File: src/rtl/axi_stream_mm_writer.sv
// Streams 64-bit beats into memory as AXI4 INCR write bursts, one burst in flight, never crossing 4 KB.
// W data is a combinational pass-through of the stream; done pulses one cycle after the final B response.
module axi_stream_mm_writer #(
    parameter int AXI_IDWIDTH = 4,
    parameter int MAX_BURST   = 16
) (
    input  logic                   clk,
    input  logic                   rstn,
    input  logic                   cmd_valid,
    output logic                   cmd_ready,
    input  logic [63:0]            cmd_addr,
    input  logic [31:0]            cmd_len,
    input  logic                   s_valid,
    output logic                   s_ready,
    input  logic [63:0]            s_data,
    output logic                   done,
    output logic                   err,
    output logic                   m_axi_awvalid,
    input  logic                   m_axi_awready,
    output logic [63:0]            m_axi_awaddr,
    output logic [7:0]             m_axi_awlen,
    output logic [AXI_IDWIDTH-1:0] m_axi_awid,
    output logic                   m_axi_wvalid,
    input  logic                   m_axi_wready,
    output logic                   m_axi_wlast,
    output logic [63:0]            m_axi_wdata,
    output logic [7:0]             m_axi_wstrb,
    input  logic                   m_axi_bvalid,
    output logic                   m_axi_bready,
    input  logic [1:0]             m_axi_bresp,
    input  logic [AXI_IDWIDTH-1:0] m_axi_bid
);

    typedef enum logic [1:0] {IDLE, AW, W, B} state_t;

    state_t      state_q, state_d;
    logic [63:0] addr_q, addr_d;
    logic [31:0] rem_q, rem_d;
    logic [7:0]  awlen_q, awlen_d;
    logic [7:0]  cnt_q, cnt_d;
    logic        err_q, err_d;
    logic        done_q, done_d;
    logic [8:0]  beats;
    logic [63:0] cmd_addr_al;
    logic        unused_bits;

    // Beats for the next burst: bounded by what is left, MAX_BURST and the room to the 4 KB line.
    function automatic logic [8:0] burst_beats(input logic [31:0] rem, input logic [8:0] slot);
        logic [31:0] lim;
        logic [31:0] room;
        lim  = (rem < 32'(MAX_BURST)) ? rem : 32'(MAX_BURST);
        room = 32'd512 - {23'd0, slot};
        if (room < lim) lim = room;
        return lim[8:0];
    endfunction

    assign cmd_addr_al = {cmd_addr[63:3], 3'b000};
    assign beats       = {1'b0, awlen_q} + 9'd1;
    assign unused_bits = ^{m_axi_bid, cmd_addr[2:0]};

    always_comb begin
        state_d       = state_q;
        addr_d        = addr_q;
        rem_d         = rem_q;
        awlen_d       = awlen_q;
        cnt_d         = cnt_q;
        err_d         = err_q;
        done_d        = 1'b0;
        cmd_ready     = 1'b0;
        m_axi_awvalid = 1'b0;
        m_axi_wvalid  = 1'b0;
        m_axi_wlast   = 1'b0;
        m_axi_bready  = 1'b0;
        s_ready       = 1'b0;
        case (state_q)
            IDLE: begin
                cmd_ready = 1'b1;
                if (cmd_valid) begin
                    addr_d = cmd_addr_al;
                    rem_d  = cmd_len;
                    err_d  = 1'b0;
                    cnt_d  = 8'd0;
                    if (cmd_len == 32'd0) begin
                        done_d = 1'b1;
                    end else begin
                        state_d = AW;
                        awlen_d = 8'(burst_beats(cmd_len, cmd_addr_al[11:3]) - 9'd1);
                    end
                end
            end
            AW: begin
                m_axi_awvalid = 1'b1;
                if (m_axi_awready) begin
                    state_d = W;
                    cnt_d   = 8'd0;
                end
            end
            W: begin
                m_axi_wvalid = s_valid;
                s_ready      = m_axi_wready;
                m_axi_wlast  = (cnt_q == awlen_q);
                if (s_valid && m_axi_wready) begin
                    cnt_d = 8'(cnt_q + 8'd1);
                    if (cnt_q == awlen_q) state_d = B;
                end
            end
            B: begin
                m_axi_bready = 1'b1;
                if (m_axi_bvalid) begin
                    err_d  = err_q | (m_axi_bresp != 2'b00);
                    rem_d  = rem_q - {23'd0, beats};
                    addr_d = addr_q + {52'd0, beats, 3'b000};
                    if (rem_d == 32'd0) begin
                        state_d = IDLE;
                        done_d  = 1'b1;
                    end else begin
                        state_d = AW;
                        awlen_d = 8'(burst_beats(rem_d, addr_d[11:3]) - 9'd1);
                    end
                end
            end
            default: state_d = IDLE;
        endcase
    end

    always_ff @(posedge clk or negedge rstn) begin
        if (!rstn) begin
            state_q <= IDLE;
            addr_q  <= '0;
            rem_q   <= '0;
            awlen_q <= '0;
            cnt_q   <= '0;
            err_q   <= 1'b0;
            done_q  <= 1'b0;
        end else begin
            state_q <= state_d;
            addr_q  <= addr_d;
            rem_q   <= rem_d;
            awlen_q <= awlen_d;
            cnt_q   <= cnt_d;
            err_q   <= err_d;
            done_q  <= done_d;
        end
    end

    assign m_axi_awaddr = addr_q;
    assign m_axi_awlen  = awlen_q;
    assign m_axi_awid   = '0;
    assign m_axi_wdata  = s_data;
    assign m_axi_wstrb  = 8'hFF;
    assign done         = done_q;
    assign err          = err_q;

endmodule
File: config.mk
export PLATFORM = sky130hd
export DESIGN_NAME = axi_stream_mm_writer
export DESIGN_NICKNAME = d
export VERILOG_FILES = /design/src/rtl/axi_stream_mm_writer.sv
export SDC_FILE = /design/constraint.sdc
export NUM_CORES = 1
export LEC_CHECK = 0
export BUFFER_PORTS_ARGS = -buffer_cell sky130_fd_sc_hd__buf_2
export CORE_MARGIN = 2
export CORE_UTILIZATION = 28
export CTS_CLUSTER_DIAMETER = 150
export DETAILED_ROUTE_END_ITERATION = 6
export GPL_ROUTABILITY_DRIVEN = 0
export GPL_TIMING_DRIVEN = 0
export PLACE_DENSITY = 0.46
export SLEW_MARGIN = 20
export SYNTH_ARGS = -nofsm -noshare
export SYNTH_HDL_FRONTEND = slang
export SYNTH_SLANG_ARGS = --single-unit
File: constraint.sdc
create_clock -name clk -period 7.2 [get_ports clk]
set_clock_uncertainty 0.2 [all_clocks]
set_input_delay 0.72 -clock clk [delete_from_list [all_inputs] [get_ports clk]]
set_output_delay 0.72 -clock clk [all_outputs]
set_load 0.02 [all_outputs]
==> results of run 1 <==
==> cell families (layout without fill, tap and decap cells) <==
family                     count (synthesis)  count (layout)
AOI/OAI and AO/OA                        384             384
DFF                                      113             113
and+or+nand+nor                          432             432
adders and majority gates                 47              47
other                                      2              28
muxes                                     42              42
buffers and inverters                    174             450
xor gates and xnor gates                  43              43
==> through the flow <==
stage,std cells,setup WS [ps],instance area (µm²)
final,1994,457.0,12490
after global routing,1991,55.14,12490
after CTS,1993,71.97,12450
after detailed placement,1957,-403.9,11820
after global placement,1956,-460.5,11790
after floorplan,1260,1200,10010
==> area by class of cell <==
type                    instances  area (µm²)
diodes                          3       7.507
repair buffers                246        1276
multi-input cells             973        6255
fillers                      3712       22220
flip-flops and latches        113        2830
inverters                      41       153.9
clock inverters                14       153.9
clock buffers                  18       439.2
plain buffers                 131       808.3
well taps                     455       569.3
==> timing repair <==
item / 4_1_cts / 5_1_grt
hold buffers: 1 / 0
hold endpoints to repair: 33 / 0
resized for setup: 1 / 8
pin swaps: 1 / 0
endpoints found under the setup margin: 6 / 6
setup buffers: 3 / 0
==> worst paths after layout <==
path | depth (start not counted) | slack (ps) | end
worst max-delay path | 24 | 460 | m_axi_awlen[4]
worst min-delay path | 2 | 300 | rem_q[6]
worst max register to register | 24 | 460 | m_axi_awlen[4]
worst min register to register | 2 | 300 | rem_q[6]
max in group asynchronous | 3 | 5540 | m_axi_awaddr[22]
min in group asynchronous | 2 | 530 | err
==> synth_stat cells, drive strengths merged, types with 4 or more instances <==
library cell and instances:
a211oi 5, a21boi 9, a21o 15, a21oi 98
a221o 4, a22oi 17, a311oi 4, a31o 7
a31oi 17, and2 16, and3 21, and4 4
buf 91, clkbuf 42, dfrtp 113, ha 45
inv 41, mux2 4, mux2i 38, nand2 128
nand2b 5, nand3 46, nand3b 6, nand4 19
nor2 80, nor2b 7, nor3 36, nor3b 8
nor4 30, nor4b 4, o2111ai 5, o211a 4
o21a 10, o21ai 83, o221ai 4, o22ai 53
o31a 6, o31ai 12, or2 7, or3 6
or4 6, xnor2 24, xor2 19
==> power groups by stage <==
stage                     clock network, mW  registers, mW  logic, mW
final                                 0.895           1.41       4.64
after global routing                  0.931           1.47       5.15
after CTS                             0.910           1.40       4.62
after detailed placement                  0           1.40       4.59
after global placement                    0           1.41       4.55
after floorplan                           0           1.52       3.00
==> sequential cells by signal, indices dropped and copies added (netlist names) <==
signal and flops:
state_q 2, done 1, rem_q 32, err 1, m_axi_awaddr 61, cnt_q 8
m_axi_awlen 8
==> layer usage <==
metal,GRT usage [%],part of all wire [%],vias up
met4,7.634,2.9,8
met2,32.62,44,388
met1,28.83,46,4962
met5,0,0.14,-
li1,-,-,5097
met3,4.510,7.0,69
==> worst reg2reg max path: stages (launching register included) <==
cell,delay (ps)
dfrtp_2,470
ha_1,400
inv_1,100
fa_1,470
nor2b_1,170
o21ai_0,130
a21boi_0,360
o31a_1,190
o21ai_0,100
a21boi_0,950
nor2_1,300
nor3b_1,350
ha_1,290
and2_1,210
o21ai_0,130
and3_2,270
and4b_1,210
nor4bb_4,290
a21o_1,260
a21oi_1,100
ha_1,230
nand3_1,130
nor2_1,70
xnor2_1,120
o21ai_0,160
==> impl_metrics.json, run 1 <==
{
  "hp-class": "reg2reg",
  "switching_share_pct": 54.89,
  "grt_max_degree": 81,
  "cp.required_ps": 7350,
  "portBuffers": 241,
  "grt_usage_pct": 21.08,
  "power.density_nw_per_um2": 556.3,
  "post_drt_via_cell_ratio": 5.278,
  "p_sw_mw": 3.815,
  "vias": 10520,
  "layout_commonest_cell": "buf_2",
  "cpMostUsedCell": "o21ai_0",
  "row_count": 68,
  "async_flop_share_pct": 100.0,
  "grt_overflow_total": 0,
  "area_growth_pct": 25.90,
  "yosys_warnings": 0,
  "synth_area_leaders": "dfrtp_1 28%, buf_4 6.0%, ha_1 5.7%",
  "max_stage_delay_ps": 950,
  "combPwrFrac_pct": 66.8,
  "post-route-min-period_ps": 6743,
  "synth_top_family_by_area": "compound AO/OA/AOI/OAI gates",
  "cts.sinks": 113,
  "intPower_mw": 3.135,
  "endpoint_kind": "flop",
  "crit_path_start_kind": "flop",
  "start_util_pct": 28.59,
  "die-width_um": 192.3,
  "synthDistinctLibCells": 86,
  "finalPower_mw": 6.950,
  "synthMuxAreaShare_pct": 4.287,
  "routedWlPerCell_um": 19.62,
  "timing_worst_setup_path_type": "reg2reg",
  "hold_viol": 0,
  "slew_headroom_pct": 19.01,
  "grt_pass1_wl_mm": 59.16,
  "die_y_um": 192.3,
  "cts_max_path_buffers": 2,
  "numCtsBuffers": 17,
  "hold_start": "rem_q[6]",
  "timing.critical_path.cells": "ha_1 > inv_1 > fa_1 > nor2b_1 > o21ai_0 > a21boi_0 > o31a_1 > o21ai_0 > a21boi_0 > nor2_1 > nor3b_1 > ha_1 > and2_1 > o21ai_0 > and3_2 > and4b_1 > nor4bb_4 > a21o_1 > a21oi_1 > ha_1 > nand3_1 > nor2_1 > xnor2_1 > o21ai_0",
  "synth-simple-area-share_pct": 22.49,
  "drtPass1Iterations": 5,
  "ant_nets": 0,
  "cts_root_buf": "clkbuf_16",
  "drtIter0Drc": 670,
  "max_freq_mhz": 148.3,
  "antenna_found_initial": 6,
  "synthAdderAreaFrac_pct": 6.077,
  "ys_seq_elements": 113,
  "clkPwrFrac_pct": 12.9,
  "setup_tns_ps": 0,
  "clk_pin_slew_ps": 60,
  "cap_violations": 0,
  "cp-startpoint": "m_axi_awlen[0]",
  "synth_xor_area_share_pct": 3.795,
  "h-tree-depth": 4,
  "rsz0062_at_grt": "no",
  "cts_tree": "built",
  "layout-drive-gt1-share_pct": 26.50,
  "die_area_um2": 36960,
  "rr_startpoint": "m_axi_awlen[0]",
  "layout_common_cells": "244 x buf_2, 127 x nand2_1, 111 x dfrtp_1",
  "worst_slew_pin_slew_ps": 1204,
  "avgSynthCellArea_um2": 8.022,
  "seq_power_share_pct": 20.3,
  "synth_top_cell_area_share_pct": 28.50,
  "ir_drop_mv": 0.2450,
  "wirelength_mm": 39.13,
  "syn_area_um2": 9923,
  "ys.flop_type": "dfrtp_1",
  "maxSlewViolCount": 0,
  "whs_ps": 298.1,
  "netlist_instances": 1237,
  "fin_crit_sh_pct": 93.65,
  "worstPathMaxFanout": 7,
  "insertion_delay_ps": 440,
  "p_leak_nw": 5.569,
  "status": "finished clean",
  "cp_slowest_cell": "a21boi_0",
  "io_pins": 329,
  "route.detailed.drc": 0,
  "arrival_ps": 6890,
  "path_delay_family": "compound AO/OA/AOI/OAI gates",
  "synth_compound_area_share_pct": 25.00,
  "synth_edf_count": 0,
  "finalSetupViolCount": 0,
  "ys_seq_area_share_pct": 28.50,
  "final_nets": 1743,
  "coreArea_um2": 34710,
  "first_global_vias": 10080,
  "crit_buf_inv": 1,
  "hpwl_mm": 30.70,
  "synth_top_cell_by_area": "dfrtp_1",
  "final_core_util_pct": 35.99
}
Power figures use the tool's default switching activity.
==> run 2: changes to the inputs <==
--- a/config.mk
+++ b/config.mk
@@ -6,14 +6,18 @@
 export NUM_CORES = 1
 export LEC_CHECK = 0
 export BUFFER_PORTS_ARGS = -buffer_cell sky130_fd_sc_hd__buf_2
+export CELL_PAD_IN_SITES_DETAIL_PLACEMENT = 0
+export CELL_PAD_IN_SITES_GLOBAL_PLACEMENT = 1
 export CORE_MARGIN = 2
 export CORE_UTILIZATION = 28
 export CTS_CLUSTER_DIAMETER = 150
 export DETAILED_ROUTE_END_ITERATION = 6
 export GPL_ROUTABILITY_DRIVEN = 0
 export GPL_TIMING_DRIVEN = 0
-export PLACE_DENSITY = 0.46
+export PLACE_DENSITY = 0.61
+export SETUP_SLACK_MARGIN = 0.15
 export SLEW_MARGIN = 20
 export SYNTH_ARGS = -nofsm -noshare
 export SYNTH_HDL_FRONTEND = slang
 export SYNTH_SLANG_ARGS = --single-unit
+export TNS_END_PERCENT = 30
==> impl_metrics.json, run 2 (synthesis results as in run 1) <==
{
  "cts_root_buf": "clkbuf_16",
  "ir_drop_mv": 0.2794,
  "post_drt_via_cell_ratio": 5.255,
  "first_global_vias": 9940,
  "row_count": 68,
  "hp-class": "in2async",
  "max_freq_mhz": 153.6,
  "layout_common_cells": "244 x buf_2, 127 x nand2_1, 111 x dfrtp_1",
  "seq_power_share_pct": 20.1,
  "cp.required_ps": 7290,
  "crit_buf_inv": 1,
  "layout_commonest_cell": "buf_2",
  "max_stage_delay_ps": 890,
  "grt_usage_pct": 21.09,
  "largest_reg_flops": 61,
  "intPower_mw": 3.218,
  "fin_crit_sh_pct": 90.42,
  "endpoint_kind": "flop",
  "io_pins": 329,
  "status": "finished clean",
  "path_delay_family": "compound AO/OA/AOI/OAI gates",
  "drtPass1Iterations": 5,
  "finalSetupViolCount": 0,
  "die_area_um2": 36960,
  "numCtsBuffers": 17,
  "grt_max_degree": 63,
  "cp_slowest_cell": "a21boi_0",
  "cap_violations": 0,
  "crit_path_start_kind": "flop",
  "worstPathMaxFanout": 7,
  "multi_input_area_um2": 6269,
  "wirelength_mm": 39.25,
  "cts.sinks": 113,
  "regArea_um2": 2830,
  "cts_tree": "built",
  "switching_share_pct": 54.10,
  "portBuffers": 241,
  "maxSlewViolCount": 0,
  "cts_hold_buf": 0,
  "antenna_found_initial": 8,
  "post-route-min-period_ps": 6511,
  "dp_slack_ps": -429.5,
  "timing_worst_setup_path_type": "reg2reg",
  "final_nets": 1747,
  "arrival_ps": 6600,
  "start_util_pct": 28.59,
  "setup_slack_ps": 689.4,
  "h-tree-depth": 4,
  "cts_max_path_buffers": 2,
  "layout-drive-gt1-share_pct": 26.82,
  "p_leak_nw": 5.613,
  "area_growth_pct": 26.58,
  "drtIter0Drc": 722,
  "hpwl_mm": 30.69,
  "p_sw_mw": 3.792,
  "die_y_um": 192.3,
  "clk_pin_slew_ps": 60,
  "slew_headroom_pct": 24.86,
  "insertion_delay_ps": 430,
  "combPwrFrac_pct": 66.7,
  "vias": 10490,
  "clkPwrFrac_pct": 13.2,
  "grt_pass1_wl_mm": 59.18,
  "timing.critical_path.cells": "ha_1 > inv_1 > fa_1 > nor2b_1 > o21ai_0 > a21boi_0 > o31a_1 > o21ai_0 > a21boi_0 > nor2_1 > nor3b_1 > ha_1 > a21oi_1 > and3_2 > and4b_1 > nor4bb_4 > a21o_1 > a21oi_1 > ha_1 > nand3_1 > nor2_1 > xnor2_1 > o21ai_0",
  "coreArea_um2": 34710,
  "ant_nets": 0,
  "routedWlPerCell_um": 19.65,
  "placed_cells": 1957,
  "worst_slew_pin_slew_ps": 1117,
  "fillCellCount": 3729,
  "hold_viol": 0,
  "route.detailed.drc": 0,
  "rsz0062_at_grt": "no",
  "finalNonFillerCells": 1997,
  "power.density_nw_per_um2": 558.1,
  "grt_overflow_total": 0,
  "die-width_um": 192.3
}
[run 2: changes by cell type in the layout (fill, tap and decap cells not counted), moves of 2 or more]
cell / change
o21ai_1: +2
clkbuf_8: +4
o21ai_0: -2
clkbuf_2: +2
inv_6: -4
buf_4: +3
clkbuf_1: +2
clkinvlp_4: -2
[run 2: path summary, 6_finish.rpt]
check | cells past startpoint | start | to | slack [ps]
max in group asynchronous | 2 | rstn | m_axi_awaddr[15] | 6110
setup reg to reg | 23 | m_axi_awlen[0] | m_axi_awlen[4] | 690
hold reg to reg | 2 | rem_q[7] | rem_q[7] | 290
min in group clk | 2 | rem_q[7] | rem_q[7] | 290
setup / recovery | 23 | m_axi_awlen[0] | m_axi_awlen[4] | 690
hold / removal | 1 | rstn | m_axi_awaddr[41] | 10
[run 2: layer usage]
| layer | part of all wire [%] | track usage [%] | vias up |
|---|---|---|---|
| met5 | 0.21 | 0 | - |
| met4 | 2.5 | 6.577 | 12 |
| met3 | 7.6 | 5.292 | 69 |
| met2 | 45 | 33.18 | 416 |
| met1 | 45 | 28.31 | 4919 |
| li1 | - | - | 5078 |
[run 2: through the flow]
| stage | cell area [µm²] | setup TNS [ps] | power [mW] | hold WS [ps] | util (%) |
|---|---|---|---|---|---|
| after detailed placement | 11820 | -1996 | 6.001 | 283.4 | 34.06 |
| after floorplan | 10010 | 0 | 4.517 | 224.4 | - |
| after global routing | 12560 | 0 | 7.604 | 32.11 | 36.17 |
| final | 12560 | 0 | 7.010 | 11.36 | 36.18 |
| after global placement | 11790 | -2196 | 5.973 | 271.5 | 33.95 |
| after CTS | 12490 | 0 | 6.972 | 19.29 | 35.97 |
[run 2: cell type report]
cell class	count	area share, %
antenna	2	0.03984
buffer	133	6.515
clock buffer	24	3.994
clock inverter	8	0.9961
inverter	41	1.225
multi-input combinational	973	49.91
sequential	113	22.53
tap	455	4.532
timing repair buffer	248	10.26
[run 2: power by group through the flow]
stage | registers [mW] | logic (mW) | clock network, mW
2_1_floorplan | 1.52 | 3.00 | 0
5_1_grt | 1.46 | 5.17 | 0.974
3_3_place_gp | 1.40 | 4.57 | 0
3_5_place_dp | 1.40 | 4.60 | 0
6_report | 1.41 | 4.68 | 0.927
4_1_cts | 1.40 | 4.63 | 0.947
[run 2: timing repair]
| item | 4_1_cts | 5_1_grt |
|---|---|---|
| pin swaps | 1 | 2 |
| endpoints found under the setup margin | 6 | 7 |
| buffers inserted | 3 | 3 |
| resized for setup | 2 | 16 |
